### config.mk
export PLATFORM = sky130hd
export DESIGN_NAME = mux5_rr_arbiter
export DESIGN_NICKNAME = d
export VERILOG_FILES = /design/src/rtl/mux5_rr_arbiter.sv
export SDC_FILE = /design/constraint.sdc
export NUM_CORES = 1
export LEC_CHECK = 0
export ABC_AREA = 1
export BUFFER_PORTS_ARGS = -buffer_cell sky130_fd_sc_hd__buf_4
export CAP_MARGIN = 20
export CORE_MARGIN = 1.5
export CORE_UTILIZATION = 46
export CTS_BUF_LIST = sky130_fd_sc_hd__clkbuf_8
export DETAILED_ROUTE_END_ITERATION = 10
export GPL_ROUTABILITY_DRIVEN = 0
export PLACE_DENSITY = 0.77
export SLEW_MARGIN = 20
export SYNTH_ARGS = -nofsm -noshare
export SYNTH_HDL_FRONTEND = slang
export SYNTH_SLANG_ARGS = --single-unit
### constraint.sdc
create_clock -name clk -period 5.44 [get_ports clk]
set_input_delay 0.272 -clock clk [delete_from_list [all_inputs] [get_ports clk]]
set_output_delay 0.272 -clock clk [all_outputs]
set_load 0.02 [all_outputs]
### src/rtl/mux5_rr_arbiter.sv
// mux5_rr_arbiter: round-robin arbiter driving the shared 5:1 source mux
// select, with a registered valid/ready output stage.
// Optional build macro: ARB_LOCK_EN (lets a granted requester hold the
// grant across beats via lock[k]); undefined gives pure round-robin.
module mux5_rr_arbiter #(
    parameter int WIDTH = 16,
    parameter int NREQ  = 5
) (
    input  logic             clk,
    input  logic             reset,
    input  logic [4:0]       req,
    input  logic [4:0]       lock,
    input  logic [WIDTH-1:0] i0,
    input  logic [WIDTH-1:0] i1,
    input  logic [WIDTH-1:0] i2,
    input  logic [WIDTH-1:0] i3,
    input  logic [WIDTH-1:0] i4,
    output logic [4:0]       gnt,
    output logic [2:0]       sel,
    output logic [WIDTH-1:0] out_data,
    output logic [2:0]       out_src,
    output logic             out_valid,
    input  logic             out_ready
);

    logic [2:0]       ptr;
    logic [4:0]       eff_req;
    logic [2:0]       win;
    logic             free;
    logic             cap;
    logic [WIDTH-1:0] win_data;

    function automatic logic [2:0] inc5(input logic [2:0] k);
        return (k == 3'd4) ? 3'd0 : k + 3'd1;
    endfunction

`ifdef ARB_LOCK_EN
    logic       locked;
    logic [2:0] owner;

    // While locked only the owner's request is visible to the search
    always_comb begin
        eff_req = req;
        if (locked) eff_req = req & (5'b00001 << owner);
    end
`else
    logic lock_unused;
    assign lock_unused = ^lock;

    // Pure round-robin: every request takes part in the search
    always_comb begin
        eff_req = req;
    end
`endif

    assign free = !out_valid || out_ready;
    assign cap  = free && (|eff_req) && !reset;

    // Scan requests from ptr upward, wrapping 4 -> 0; first hit wins
    always_comb begin
        logic       found;
        logic [3:0] s;
        win   = '0;
        found = 1'b0;
        s     = '0;
        for (int unsigned o = 0; o < NREQ; o++) begin
            s = {1'b0, ptr} + 4'(o);
            if (s >= 4'd5) s = s - 4'd5;
            if (!found && eff_req[s[2:0]]) begin
                found = 1'b1;
                win   = s[2:0];
            end
        end
    end

    // Grant and mux select are only asserted on an actual capture
    always_comb begin
        gnt = '0;
        sel = '0;
        if (cap) begin
            gnt = 5'b00001 << win;
            sel = win;
        end
    end

    // Source mux; select codes above 4 never occur
    always_comb begin
        case (win)
            3'd0:    win_data = i0;
            3'd1:    win_data = i1;
            3'd2:    win_data = i2;
            3'd3:    win_data = i3;
            3'd4:    win_data = i4;
            default: win_data = '0;
        endcase
    end

    // Output register, rotation pointer and (optional) lock state
    always_ff @(posedge clk) begin
        if (reset) begin
            ptr       <= '0;
            out_valid <= 1'b0;
            out_data  <= '0;
            out_src   <= '0;
`ifdef ARB_LOCK_EN
            locked    <= 1'b0;
            owner     <= '0;
`endif
        end else begin
            if (cap) begin
                out_data  <= win_data;
                out_src   <= win;
                out_valid <= 1'b1;
`ifdef ARB_LOCK_EN
                // ptr stays put while a lock is taken or held; it moves past
                // the owner only on the final (unlocked) beat
                if (lock[win]) begin
                    locked <= 1'b1;
                    owner  <= win;
                end else begin
                    locked <= 1'b0;
                    ptr    <= inc5(win);
                end
`else
                ptr <= inc5(win);
`endif
            end else if (out_valid && out_ready) begin
                out_valid <= 1'b0;
            end
`ifdef ARB_LOCK_EN
            if (locked && !req[owner]) begin
                locked <= 1'b0;
                ptr    <= inc5(owner);
            end
`endif
        end
    end

endmodule

* Yosys cells after proc, flatten, opt, wreduce, memory -nomap -nowiden
Cells that the tools add are included.
** Word-level totals
- Flip-flop bits (word level) :: 23
- Output and inout bits :: 28
- Input port bits :: 93
** Operators by class
- Shift-type cells :: 1
- Muxes and demuxes :: 30
- Equality and inequality tests :: 4
- $lt $le $gt $ge :: 10
- Add/sub/neg operators :: 10
- Reductions and logical operators :: 17
** Operators by type and width (count)
- $pmux W16 S5 :: 1
- $mux W3 :: 12
- $lt A3 B4 Y1 const B :: 5
- $ge A4 B3 Y1 const B :: 4
- $bmux W1 S3 :: 5
- $sub A3 B3 Y3 const B :: 5
- $mux W1 :: 11
- $add A3 B2 Y4 const B :: 2
- $logic_and A1 B1 Y1 :: 7
- $eq A3 B2 Y1 const B :: 2
- $logic_not A1 Y1 :: 6
- $mux W5 :: 1
- $reduce_or A5 Y1 :: 1
- $shl A1 B3 Y5 const A :: 1
- $add A3 B1 Y4 const B :: 1
- $add A3 B3 Y4 const B :: 1
- $add A3 B1 Y3 const B :: 1
- $eq A3 B1 Y1 const B :: 1
- $eq A3 B3 Y1 const B :: 1
- $ge A3 B3 Y1 const B :: 1
- $logic_not A3 Y1 :: 1
- $reduce_bool A2 Y1 :: 1
- $logic_or A1 B1 Y1 :: 1

* Depth between registers and ports, before layout
- Depth after elaboration :: 19
- Gate-level depth with buffers :: 27

* Least setup slack after synthesis
Ideal clock, no wire load.
- Path type :: register to output
- From :: reg ptr[1]
- To :: out gnt[3]
- Path buffers :: 2
- Data required time :: 5.168 ns
- Stages on the path, launching flop included :: 21
- Arrival :: 3.497 ns
- Setup slack :: 1.671 ns
- Path through :: dfxtp_1 > inv_1 > ha_1 > ha_1 > inv_1 > nand2_1 > o21ai_1 > nand3_2 > o21ai_2 > nand3_2 > nor2_4 > inv_1 > nor3_1 > nand2_1 > nand3_1 > ha_1 > ha_1 > clkbuf_1 > clkbuf_1 > inv_1 > nor2_1
** Between the ends
- Longest elaborated chain between the ends :: 19
- Elaborated cells between the ends (all ways) :: 48
- Classes of those cells :: add/sub (9); order compare (5); shift (1); mux (25); reduce/logical (8)
** RTL lines
- start: declaration :: RTL line 26 : logic [2:0] ptr;
- start signal: assignment :: RTL line 125 : ptr <= inc5(win);
- parallel branches: the longest is 16 deep, another holds $add A3 B1 Y4
- $mux W3 * :: RTL line 69 : if (!found && eff_req[s[2:0]]) begin
- named net win[0] :: RTL line 28 : logic [2:0] win;
- $shl A1 B3 Y5 * :: RTL line 81 : gnt = 5'b00001 << win;
- $mux W5 * :: RTL line 80 : if (cap) begin
- end: declaration :: RTL line 18 : output logic [4:0] gnt,
Mark *: on every way through the listed nets, which the timed path passes. The select of a mux whose other input is x is not followed.

* Final worst setup path
- From :: reg ptr[0]
- To :: out gnt[3]
Same word-level chain as after synthesis.

==> metrics.md <==
| Metric | Value |
|---|---|
| Status | finished, final reports clean |
| Worst Path Class, Setup | flop to output pin |
| Worst path arrival time | 4.60 ns |
| Final clock period utilization by the worst path | 89.6% |
| Worst-path maximum fanout | 17 |
| H-tree depth | 1 |
| Clock tree skew after final layout | 0.00211 ns |
| Tightest Pin Transition | 1.06 ns |
| Number of enable flip-flop cells after synthesis | 0 |
| Critical Path RT | 5.17 ns |
| Vertical die dimension | 80.3 µm |
| Worst setup slack after layout | 0.568 ns |
| Final Core Density | 64.8% |
| Top-Level Pins | 121 |
| Achievable frequency | 0.205 GHz |
| Average cell area after synthesis | 5.83 µm² |
| Total number of yosys warnings | 0 |
| Leading cell types by total area after synthesis | sky130_fd_sc_hd__nand2_1 (19%), sky130_fd_sc_hd__dfxtp_1 (17%), sky130_fd_sc_hd__inv_1 (11%), sky130_fd_sc_hd__nand3_1 (8.7%), sky130_fd_sc_hd__nor2_1 (8.1%) |
| Ordered list of cells on the worst path | inv_2 > ha_1 > ha_1 > inv_1 > nand2_1 > o21ai_1 > nand3_2 > o21ai_2 > nand3_2 > nor2_4 > inv_1 > nor3_1 > nand2_1 > nand3_1 > ha_1 > ha_1 > inv_1 > nor2_1 > buf_4 |
| Worst-Skew Late Latency | 0.26 ns |
| Area grow syn2layout | 33.2% |
| Site row count | 27 |
| Area taken by flip-flops and latches | 460 µm² |
| CTS-repair resized insts | 0 |
| Most used flip-flop cell after synthesis | sky130_fd_sc_hd__dfxtp_1 |
| Aggregate routed wire length | 8250 µm |
| Via count | 3185 |
| Family with the most delay on the worst path | adder cells |
| TNS Setup | 0 ns |
| Worst Setup Slack post-DPL | 0.931 ns |
| DRC violations left | 0 |
| Proportion of register bits with asynchronous set or reset after synthesis | 0% |
| DR vias/cell | 4.92 |
| Worst hold path type | primary input to flop |
| Critical path startpoint category | flop |
| Timing endpoint of the critical path | gnt[3] |
| Multi-input gate area | 1870 µm² |
| Post-layout net count | 683 |
| # setup viols final | 0 |
| Post-synth top area share | 18.6% |
| Post-Synthesis Cell Area | 2750 µm² |
| Max Slew Vio Count | 0 |
| Final-report hold violation count | 0 |
| Worst path bufs/invs | 5 |
| Width of the die | 80.3 µm |
| Syn nets | 577 |
| Critical Path Sink Type | output pin |
| Reg clk slew, reported paths | 0.08 ns |
| Initial antenna violation count | 0 |
| Floorplan die area | 6440 µm² |
| Count of TritonRoute iterations in the first routing pass | 5 |
| TritonCTS clock tree | done |
| Average detailed-routed wire length per instance | 12.7 µm |
| Post-synthesis sequential element count | 23 |
| Global route total overflow | 0 |
| Post-synthesis cell type count | 36 |
| Starting density of the core | 48.7% |
| Fill count | 537 |
| Wire length of the first global-routing pass | 13200 µm |
| Yosys top cell by area | sky130_fd_sc_hd__nand2_1 |
| Max-cap violations | 0 |
| Worst Reg-to-Reg Cells | 22 |
| Via count of the first global-routing pass | 2892 |
| Final Critical Period | 4.87 ns |
| Final Hold Slack | 0.301 ns |
| Total of hold buffers inserted after clock tree synthesis | 0 |
| # Post-CTS Setup Buffers | 0 |
| Worst stage delay on the critical path | 0.75 ns |
| Share of final-layout standard cells stronger than drive strength 1 | 29.5% |
| FF-to-FF Start | ptr[0] |
| Max stage delay cell, worst path | sky130_fd_sc_hd__dfxtp_1 |
| Register-to-register path setup slack | 0.86 ns |
| Clock root cell | sky130_fd_sc_hd__clkbuf_8 |
| Number of cells on the critical path | 19 |
| Core Area | 5640 µm² |
| Post-Syn Instances | 471 |
| Startpoint of the worst setup timing path | ptr[0] |
| DRC marker count from the first detailed-route iteration | 199 |
| Number of routed nets with antenna violations | 0 |
| Most Frequent Cell on Critical Path | sky130_fd_sc_hd__ha_1 |
| Reg2Reg Capture Point | out_data[14] |
| Estimated wirelength of the detail-placed design | 6760 µm |
| Unrepaired setup endpoints after global routing | false |
| Count of antenna diodes in the layout | 0 |
| Slew headroom | 29.2% |
| Inserted Clock Buffers | 3 |
| Worst-case clock buffer depth | 2 |
| CTS Sinks | 23 |
| Sequential-to-total area share from yosys stat | 16.8% |
| Port bufs | 115 |
| Largest net degree at the start of global routing | 31 |
| Global router's overall resource usage | 25.8% |
==> flip-flops by register name, indices dropped and copies added (netlist names) <==
register   count
out_data      16
out_valid      1
ptr            3
out_src        3
==> how the worst min path moves through the flow <==
stage,from,endpoint,slack (ns),cells after the start
after floorplan,reset,out_data[14],0.34,1
after global routing,out_ready,out_valid,0.32,4
after detailed placement,out_src[2],out_src[2],0.46,2
after CTS,out_ready,out_valid,0.31,4
final,out_ready,out_valid,0.30,4
after global placement,out_data[8],out_data[8],0.45,2
==> synth_stat cells (2+ instances only) <==
library cell / instances
sky130_fd_sc_hd__inv_2: 5
sky130_fd_sc_hd__nand3_1: 48
sky130_fd_sc_hd__nand3_2: 13
sky130_fd_sc_hd__a21oi_1: 18
sky130_fd_sc_hd__o21ai_1: 5
sky130_fd_sc_hd__nand3_4: 3
sky130_fd_sc_hd__nand2_1: 136
sky130_fd_sc_hd__nor2_2: 2
sky130_fd_sc_hd__nor2_1: 59
sky130_fd_sc_hd__nand2_2: 10
sky130_fd_sc_hd__nor3_1: 4
sky130_fd_sc_hd__ha_1: 12
sky130_fd_sc_hd__a21oi_2: 7
sky130_fd_sc_hd__o22ai_1: 3
sky130_fd_sc_hd__o21ai_0: 9
sky130_fd_sc_hd__inv_1: 79
sky130_fd_sc_hd__clkbuf_1: 7
sky130_fd_sc_hd__o21ai_2: 3
sky130_fd_sc_hd__dfxtp_1: 23
sky130_fd_sc_hd__nand4_1: 4
sky130_fd_sc_hd__buf_4: 4
sky130_fd_sc_hd__nand4_4: 3
==> through the flow <==
stage,area (µm²),cells
floorplan,2750,471
finish,3660,648
global placement,3610,644
global route,3660,648
CTS,3660,648
detailed placement,3610,644
==> per-layer routing <==
layer | vias to the layer above | track usage (%) | wire (µm)
met4 | 0 | 7.24 | 197
met5 | - | 0 | 0
met3 | 12 | 3.75 | 503
li1 | 1678 | - | -
met1 | 1372 | 33.1 | 3630
met2 | 123 | 44.6 | 3930
==> logic make-up (layout without fill, tap and decap cells) <==
logic type,Yosys count,in the layout,share of synthesized area (%)
flops,23,23,16.8
compound gates,47,47,10.3
xor+xnor,3,3,1.23
simple gates,286,286,50.6
fa+ha+maj,13,13,6.20
buf+inv,99,204,15.0
==> worst register-to-register path: stages, from the launching register on <==
cell and delay (ns):
sky130_fd_sc_hd__dfxtp_1 0.75, sky130_fd_sc_hd__inv_2 0.25, sky130_fd_sc_hd__ha_1 0.30, sky130_fd_sc_hd__ha_1 0.33, sky130_fd_sc_hd__inv_1 0.18, sky130_fd_sc_hd__nand2_1 0.07
sky130_fd_sc_hd__o21ai_1 0.19, sky130_fd_sc_hd__nand3_2 0.12, sky130_fd_sc_hd__o21ai_2 0.13, sky130_fd_sc_hd__nand3_2 0.13, sky130_fd_sc_hd__nor2_4 0.16, sky130_fd_sc_hd__inv_1 0.07
sky130_fd_sc_hd__nor3_1 0.21, sky130_fd_sc_hd__nand2_1 0.09, sky130_fd_sc_hd__nand3_1 0.19, sky130_fd_sc_hd__ha_1 0.19, sky130_fd_sc_hd__ha_1 0.57, sky130_fd_sc_hd__nand2_1 0.12
sky130_fd_sc_hd__nand2_1 0.09, sky130_fd_sc_hd__inv_1 0.04, sky130_fd_sc_hd__nand3_1 0.09, sky130_fd_sc_hd__nand2_1 0.11, sky130_fd_sc_hd__a21oi_1 0.15
==> cells in the final DEF, fill, tap and decap left out, types with 4 or more instances in the layout <==
master	Yosys	layout
sky130_fd_sc_hd__o21ai_0	9	9
sky130_fd_sc_hd__o21ai_1	5	5
sky130_fd_sc_hd__dfxtp_1	23	23
sky130_fd_sc_hd__inv_2	5	5
sky130_fd_sc_hd__nand3_2	13	13
sky130_fd_sc_hd__buf_4	4	116
sky130_fd_sc_hd__nand4_1	4	4
sky130_fd_sc_hd__nand2_2	10	10
sky130_fd_sc_hd__nand2_1	136	136
sky130_fd_sc_hd__nor2_1	59	59
sky130_fd_sc_hd__a21oi_2	7	7
sky130_fd_sc_hd__nand3_1	48	48
sky130_fd_sc_hd__inv_1	79	79
sky130_fd_sc_hd__nor3_1	4	4
sky130_fd_sc_hd__ha_1	12	12
sky130_fd_sc_hd__a21oi_1	18	18
==> area by class of cell <==
| class | instances | share of cell area [%] |
|---|---|---|
| Sequential cell | 23 | 12.6 |
| Tap cell | 72 | 2.46 |
| Clock buffer | 3 | 1.13 |
| Timing Repair Buffer | 116 | 23.8 |
| Multi-Input combinational cell | 349 | 51.2 |
| Clock inverter | 1 | 0.137 |
| Inverter | 84 | 8.62 |
Power is left out: the tool's default activity adds up to more than one toggle a clock period on the data nets, which glitch-free logic cannot reach.
